--- config.mk ---
export PLATFORM = sky130hd
export DESIGN_NAME = axi_ar_rr_arbiter
export DESIGN_NICKNAME = d
export VERILOG_FILES = /design/src/rtl/axi_pkg.sv /design/src/rtl/rr_arb_pick.sv /design/src/rtl/axi_ar_rr_arbiter.sv
export SDC_FILE = /design/constraint.sdc
export NUM_CORES = 1
export LEC_CHECK = 0
export CAP_MARGIN = 5
export CORE_AREA = 2 2 174 176
export CTS_CLUSTER_SIZE = 10
export DETAILED_ROUTE_END_ITERATION = 8
export DIE_AREA = 0 0 176 178
export MAX_ROUTING_LAYER = met4
export PLACE_DENSITY = 0.48
export SYNTH_ARGS = -nofsm -noshare
export SYNTH_HDL_FRONTEND = slang
export SYNTH_HIERARCHICAL = 1
export SYNTH_SLANG_ARGS = --single-unit
--- constraint.sdc ---
create_clock -name clk_i -period 7 [get_ports clk_i]
set_clock_uncertainty 0.1 [all_clocks]
set_input_delay 1.05 -clock clk_i [delete_from_list [all_inputs] [get_ports clk_i]]
set_output_delay 1.05 -clock clk_i [all_outputs]
set_load 0.005 [all_outputs]
--- src/rtl/axi_pkg.sv ---
// Shared AXI4 constants, AR attribute widths and arbiter state encoding.
package axi_pkg;

  localparam logic [1:0] BURST_FIXED = 2'b00;
  localparam logic [1:0] BURST_INCR  = 2'b01;
  localparam logic [1:0] BURST_WRAP  = 2'b10;

  localparam logic [1:0] RESP_OKAY   = 2'b00;
  localparam logic [1:0] RESP_EXOKAY = 2'b01;
  localparam logic [1:0] RESP_SLVERR = 2'b10;
  localparam logic [1:0] RESP_DECERR = 2'b11;

  localparam int unsigned PROT_WIDTH   = 3;
  localparam int unsigned REGION_WIDTH = 4;
  localparam int unsigned LEN_WIDTH    = 8;
  localparam int unsigned SIZE_WIDTH   = 3;
  localparam int unsigned BURST_WIDTH  = 2;
  localparam int unsigned LOCK_WIDTH   = 1;
  localparam int unsigned CACHE_WIDTH  = 4;
  localparam int unsigned QOS_WIDTH    = 4;

  typedef enum logic {
    ARB_IDLE  = 1'b0,
    ARB_GRANT = 1'b1
  } arb_state_e;

endpackage

--- src/rtl/rr_arb_pick.sv ---
// Combinational round-robin picker: first eligible index after last_i, with wrap.
module rr_arb_pick #(
  parameter int unsigned NUM_REQ   = 4,
  parameter int unsigned IDX_WIDTH = (NUM_REQ > 1) ? $clog2(NUM_REQ) : 1
) (
  input  logic [NUM_REQ-1:0]   req_i,
  input  logic [NUM_REQ-1:0]   mask_i,
  input  logic [IDX_WIDTH-1:0] last_i,
  output logic [IDX_WIDTH-1:0] pick_o,
  output logic                 any_valid_o
);

  logic [NUM_REQ-1:0]   eligible;
  logic                 hi_found;
  logic                 lo_found;
  logic [IDX_WIDTH-1:0] hi_idx;
  logic [IDX_WIDTH-1:0] lo_idx;

  assign eligible = req_i & ~mask_i;

  // Indices above last_i win over the wrapped-around lower part.
  always_comb begin
    hi_found = 1'b0;
    lo_found = 1'b0;
    hi_idx   = '0;
    lo_idx   = '0;
    for (int k = 0; k < NUM_REQ; k++) begin
      if (eligible[k]) begin
        if (IDX_WIDTH'(k) > last_i) begin
          if (!hi_found) begin
            hi_found = 1'b1;
            hi_idx   = IDX_WIDTH'(k);
          end
        end else if (!lo_found) begin
          lo_found = 1'b1;
          lo_idx   = IDX_WIDTH'(k);
        end
      end
    end
  end

  assign pick_o      = hi_found ? hi_idx : lo_idx;
  assign any_valid_o = |eligible;

endmodule

--- src/rtl/axi_ar_rr_arbiter.sv ---
// Round-robin AR channel arbiter: NUM_REQ requesters onto one AXI4 AR master port,
// prefixing the forwarded ARID with the granted requester index.
module axi_ar_rr_arbiter
  import axi_pkg::*;
#(
  parameter int unsigned NUM_REQ       = 4,
  parameter int unsigned ADDRESS_WIDTH = 32,
  parameter int unsigned ID_WIDTH      = 16,
  parameter int unsigned USER_WIDTH    = 10,
  parameter int unsigned IDX_WIDTH     = (NUM_REQ > 1) ? $clog2(NUM_REQ) : 1
) (
  input  logic                              clk_i,
  input  logic                              rst_ni,
  input  logic [NUM_REQ-1:0]                slave_valid_i,
  output logic [NUM_REQ-1:0]                slave_ready_o,
  input  logic [NUM_REQ*ADDRESS_WIDTH-1:0]  slave_addr_i,
  input  logic [NUM_REQ*PROT_WIDTH-1:0]     slave_prot_i,
  input  logic [NUM_REQ*REGION_WIDTH-1:0]   slave_region_i,
  input  logic [NUM_REQ*LEN_WIDTH-1:0]      slave_len_i,
  input  logic [NUM_REQ*SIZE_WIDTH-1:0]     slave_size_i,
  input  logic [NUM_REQ*BURST_WIDTH-1:0]    slave_burst_i,
  input  logic [NUM_REQ*LOCK_WIDTH-1:0]     slave_lock_i,
  input  logic [NUM_REQ*CACHE_WIDTH-1:0]    slave_cache_i,
  input  logic [NUM_REQ*QOS_WIDTH-1:0]      slave_qos_i,
  input  logic [NUM_REQ*ID_WIDTH-1:0]       slave_id_i,
  input  logic [NUM_REQ*USER_WIDTH-1:0]     slave_user_i,
  output logic                              master_valid_o,
  input  logic                              master_ready_i,
  output logic [ADDRESS_WIDTH-1:0]          master_addr_o,
  output logic [PROT_WIDTH-1:0]             master_prot_o,
  output logic [REGION_WIDTH-1:0]           master_region_o,
  output logic [LEN_WIDTH-1:0]              master_len_o,
  output logic [SIZE_WIDTH-1:0]             master_size_o,
  output logic [BURST_WIDTH-1:0]            master_burst_o,
  output logic [LOCK_WIDTH-1:0]             master_lock_o,
  output logic [CACHE_WIDTH-1:0]            master_cache_o,
  output logic [QOS_WIDTH-1:0]              master_qos_o,
  output logic [IDX_WIDTH+ID_WIDTH-1:0]     master_id_o,
  output logic [USER_WIDTH-1:0]             master_user_o,
  output logic [IDX_WIDTH-1:0]              grant_o
);

  arb_state_e           state_q;
  logic [IDX_WIDTH-1:0] grant_q;
  logic [IDX_WIDTH-1:0] last_q;

  logic [NUM_REQ-1:0]   served_oh;
  logic [NUM_REQ-1:0]   pick_mask;
  logic                 others_pending;
  logic [IDX_WIDTH-1:0] pick;
  logic                 any_valid;
  logic                 sel_valid;
  logic [ID_WIDTH-1:0]  sel_id;

  always_comb begin
    for (int k = 0; k < NUM_REQ; k++) begin
      served_oh[k] = (grant_q == IDX_WIDTH'(k));
    end
  end

  // The served requester only drops out of the race while someone else is waiting.
  assign others_pending = |(slave_valid_i & ~served_oh);
  assign pick_mask      = (state_q == ARB_GRANT && others_pending) ? served_oh : '0;

  rr_arb_pick #(
    .NUM_REQ   (NUM_REQ),
    .IDX_WIDTH (IDX_WIDTH)
  ) u_pick (
    .req_i       (slave_valid_i),
    .mask_i      (pick_mask),
    .last_i      (last_q),
    .pick_o      (pick),
    .any_valid_o (any_valid)
  );

  // Payload mux; defaults to requester 0 so the bus is defined in reset and IDLE.
  always_comb begin
    sel_valid       = slave_valid_i[0];
    master_addr_o   = slave_addr_i[0 +: ADDRESS_WIDTH];
    master_prot_o   = slave_prot_i[0 +: PROT_WIDTH];
    master_region_o = slave_region_i[0 +: REGION_WIDTH];
    master_len_o    = slave_len_i[0 +: LEN_WIDTH];
    master_size_o   = slave_size_i[0 +: SIZE_WIDTH];
    master_burst_o  = slave_burst_i[0 +: BURST_WIDTH];
    master_lock_o   = slave_lock_i[0 +: LOCK_WIDTH];
    master_cache_o  = slave_cache_i[0 +: CACHE_WIDTH];
    master_qos_o    = slave_qos_i[0 +: QOS_WIDTH];
    sel_id          = slave_id_i[0 +: ID_WIDTH];
    master_user_o   = slave_user_i[0 +: USER_WIDTH];
    for (int k = 1; k < NUM_REQ; k++) begin
      if (grant_q == IDX_WIDTH'(k)) begin
        sel_valid       = slave_valid_i[k];
        master_addr_o   = slave_addr_i[k*ADDRESS_WIDTH +: ADDRESS_WIDTH];
        master_prot_o   = slave_prot_i[k*PROT_WIDTH +: PROT_WIDTH];
        master_region_o = slave_region_i[k*REGION_WIDTH +: REGION_WIDTH];
        master_len_o    = slave_len_i[k*LEN_WIDTH +: LEN_WIDTH];
        master_size_o   = slave_size_i[k*SIZE_WIDTH +: SIZE_WIDTH];
        master_burst_o  = slave_burst_i[k*BURST_WIDTH +: BURST_WIDTH];
        master_lock_o   = slave_lock_i[k*LOCK_WIDTH +: LOCK_WIDTH];
        master_cache_o  = slave_cache_i[k*CACHE_WIDTH +: CACHE_WIDTH];
        master_qos_o    = slave_qos_i[k*QOS_WIDTH +: QOS_WIDTH];
        sel_id          = slave_id_i[k*ID_WIDTH +: ID_WIDTH];
        master_user_o   = slave_user_i[k*USER_WIDTH +: USER_WIDTH];
      end
    end
  end

  assign master_id_o    = {grant_q, sel_id};
  assign master_valid_o = (state_q == ARB_GRANT) && sel_valid;
  // Handshake: a transfer happens on a cycle where master_valid_o & master_ready_i;
  // the granted slave sees ARREADY only in that cycle, all other slaves see 0.
  assign slave_ready_o  = (master_valid_o && master_ready_i) ? served_oh : '0;
  assign grant_o        = grant_q;

  always_ff @(posedge clk_i or negedge rst_ni) begin
    if (!rst_ni) begin
      state_q <= ARB_IDLE;
      grant_q <= '0;
      last_q  <= IDX_WIDTH'(NUM_REQ - 1);
    end else begin
      case (state_q)
        ARB_IDLE: begin
          if (any_valid) begin
            grant_q <= pick;
            last_q  <= pick;
            state_q <= ARB_GRANT;
          end
        end
        ARB_GRANT: begin
          if (!sel_valid) begin
            // Granted requester withdrew: nothing transferred, keep last_q.
            state_q <= ARB_IDLE;
          end else if (master_ready_i) begin
            if (any_valid) begin
              grant_q <= pick;
              last_q  <= pick;
            end else begin
              state_q <= ARB_IDLE;
            end
          end
        end
        default: state_q <= ARB_IDLE;
      endcase
    end
  end

endmodule

==> run metrics <==
Hold WC Path Type=reg -> reg; Slew HR=about two fifths; CTS root buf=clkbuf_16; final worst path period need=4066 ps; leakage=2.572 nW; Most used DFF post-synth=dfrtp_1; number of library cell types mapped by synthesis=35; Slowest Stage Delay on Critical Path=580 ps; io pins=451; Yosys warnings=6; status=completed; GRT Total Usage=11.89%; commonest non-fill, non-tap cell in the layout=clkdlybuf4s50_1; drt pass-1 iters=4; routability congestion estimate=slightly above 0.8; CP cell instances=clkdlybuf4s50_1, mux4_2, nand3_1, nor3b_1, clkdlybuf4s50_1; clk buf depth=2; number of synthesized register bits=5; Seq/Total Area, Yosys=4.707%; antenna violations before repair=1; CP max FO=6; max-slew violation count=0; async set or reset register ratio after synthesis=100.0%; Final WS setup=2934 ps; detailed-route via count=3,698; height of the chip=about 180 µm; final net count=956; CP most frequent cell=clkdlybuf4s50_1; global-route wire length before repair=26,560 µm; Initial Utilization=9.222%; Crit. End Element=output port; clock sinks=5; crit path DAT=2920 ps; # rows=63; slowest CP cell=clkdlybuf4s50_1; H-tree depth=1; syn nets=roughly 520; commonest non-fill, non-tap cells in the layout=450 x clkdlybuf4s50_1, 88 x mux4_2, 8 x inv_1; final hold vios=0; die width=176 µm; Setup Fix Bufs, Post-CTS=0; post-cts resize count=0; Fill cells=3,067; initial DRC count=~120; Max Freq=between 200 and 250 MHz; vias in the first global route=roughly 3,900; Post-CTS Hold Fix Bufs=0; Finish-stage setup viols=0; post-DP HPWL=17,610 µm; setup repair after global routing missed its margin=false; worst slew pin tran=887.8 ps; max-cap viol count=0; Skew-Pair Late Insertion Delay=230 ps; DRC viols=0; routed wire length=~20,000 µm; Core Area=29,400 µm²; antenna-violating nets left=0; VDD IR max=roughly 0.17 mV; Avg Inst Size Synth=16.14 µm²; largest net degree at the start of global routing=57; clock-pin slew on the worst setup and hold paths=around 30 ps; fin crit share=58.09%; port buffer count=450; setup tns final=0 ps; CTS tree=built; CP startpoint kind=input port; CP required=roughly 5900 ps; Crit Path Class=in -> out; Synth Cell Area=2711 µm²; Design Power=2.053 mW; power density over cell area=270.0 nW/µm²; Place WS=2912 ps; area grow syn2layout=180.4%; Via density=3.732; Die ar.=31,330 µm²; wire per inst=20.11 µm; GR Overflow Total=0; EDFF count, synth=0; fraction of layout cells with a size suffix above 1=18.17%; Post-Synthesis Cells=168; CTS buffer count=3
==> worst paths after layout <==
check	startpoint	endpoint	slack (ps)	cells after the start
max	slave_valid_i[1]	slave_ready_o[2]	2930	5
min	state_q	state_q	450	1
max reg2reg	grant_o[0]	grant_o[1]	3500	10
min reg2reg	state_q	state_q	450	1
max in group asynchronous	rst_ni	last_q[1]	5560	1
min in group asynchronous	rst_ni	grant_o[1]	970	1
==> cells in the mapped netlist, types with 2 or more instances <==
master	n	share of area, %
mux4_2	88	73
a211oi_1	3	0.83
mux2_2	3	1.2
nor2_1	3	0.42
buf_2	8	1.5
nor2b_1	3	0.69
nor3_1	2	0.37
buf_6	2	0.83
clkbuf_1	3	0.42
buf_4	3	0.83
buf_8	8	4.4
a21oi_1	3	0.55
dfstp_2	2	1.9
nand2b_1	2	0.46
nand3_1	3	0.55
inv_1	8	1.1
mux2i_1	3	1.1
nand2_1	2	0.28
dfrtp_1	3	2.8
==> logic make-up (layout without fill, tap and decap cells) <==
logic type             Yosys count  after routing  synth area share, %
muxes                           94             94                75.45
buffers and inverters           32            464                9.091
and+or+nand+nor                 21             21                4.984
AOI/OAI and AO/OA               16             16                5.768
DFF                              5              5                4.707
other                            0              1                    0
==> where the power goes <==
part | switching (mW) | internal, mW | total [mW] | leakage, nW
clock | 0.0200 | 0.0756 | 0.0956 | 0.0382
combinational | 0.559 | 1.20 | 1.76 | 2.48
sequential | 0.144 | 0.0511 | 0.195 | 0.0536
==> critical path, delay by kind of cell <==
kind	cells	cell delay, ps
and+or+nand+nor	2	460
muxes	1	290
buffers and inverters	2	1110
==> routing by layer <==
layer | vias to the layer above | wire [µm] | part of all wire (%) | GRT usage, %
li1 | 1654 | - | - | -
met1 | 1826 | 8262 | 41 | 14.96
met2 | 210 | 10170 | 51 | 20.92
met3 | 8 | 1361 | 6.8 | 1.833
met4 | 0 | 127 | 0.64 | 1.136
met5 | - | 0 | 0 | -
==> area by class of cell <==
cell class                 instances  area [µm²]  area share, %
sequential                         5       135.1          1.777
antenna                            1       2.502        0.03291
inverter                           8       30.03         0.3949
tap                              390       488.0          6.418
multi-input combinational        131        2337          30.74
timing repair buffer             452        4532          59.60
clock buffer                       4       78.83          1.037
==> flip-flops by register name (all words and copies together), names as in the netlist <==
register,count
grant_o,2
last_q,2
state_q,1
==> metrics by stage <==
stage          cell area [µm²]  hold slack, ps  utilization [%]  instances
2_1_floorplan             2711           392.5                -        168
3_3_place_gp              7522           444.6            25.58        986
3_5_place_dp              7522           440.2            25.58        986
4_1_cts                   7601           450.3            25.85        990
5_1_grt                   7604           495.1            25.86        991
6_report                  7604           451.1            25.86        991
No activity file was read; power rests on OpenSTA's default activity.
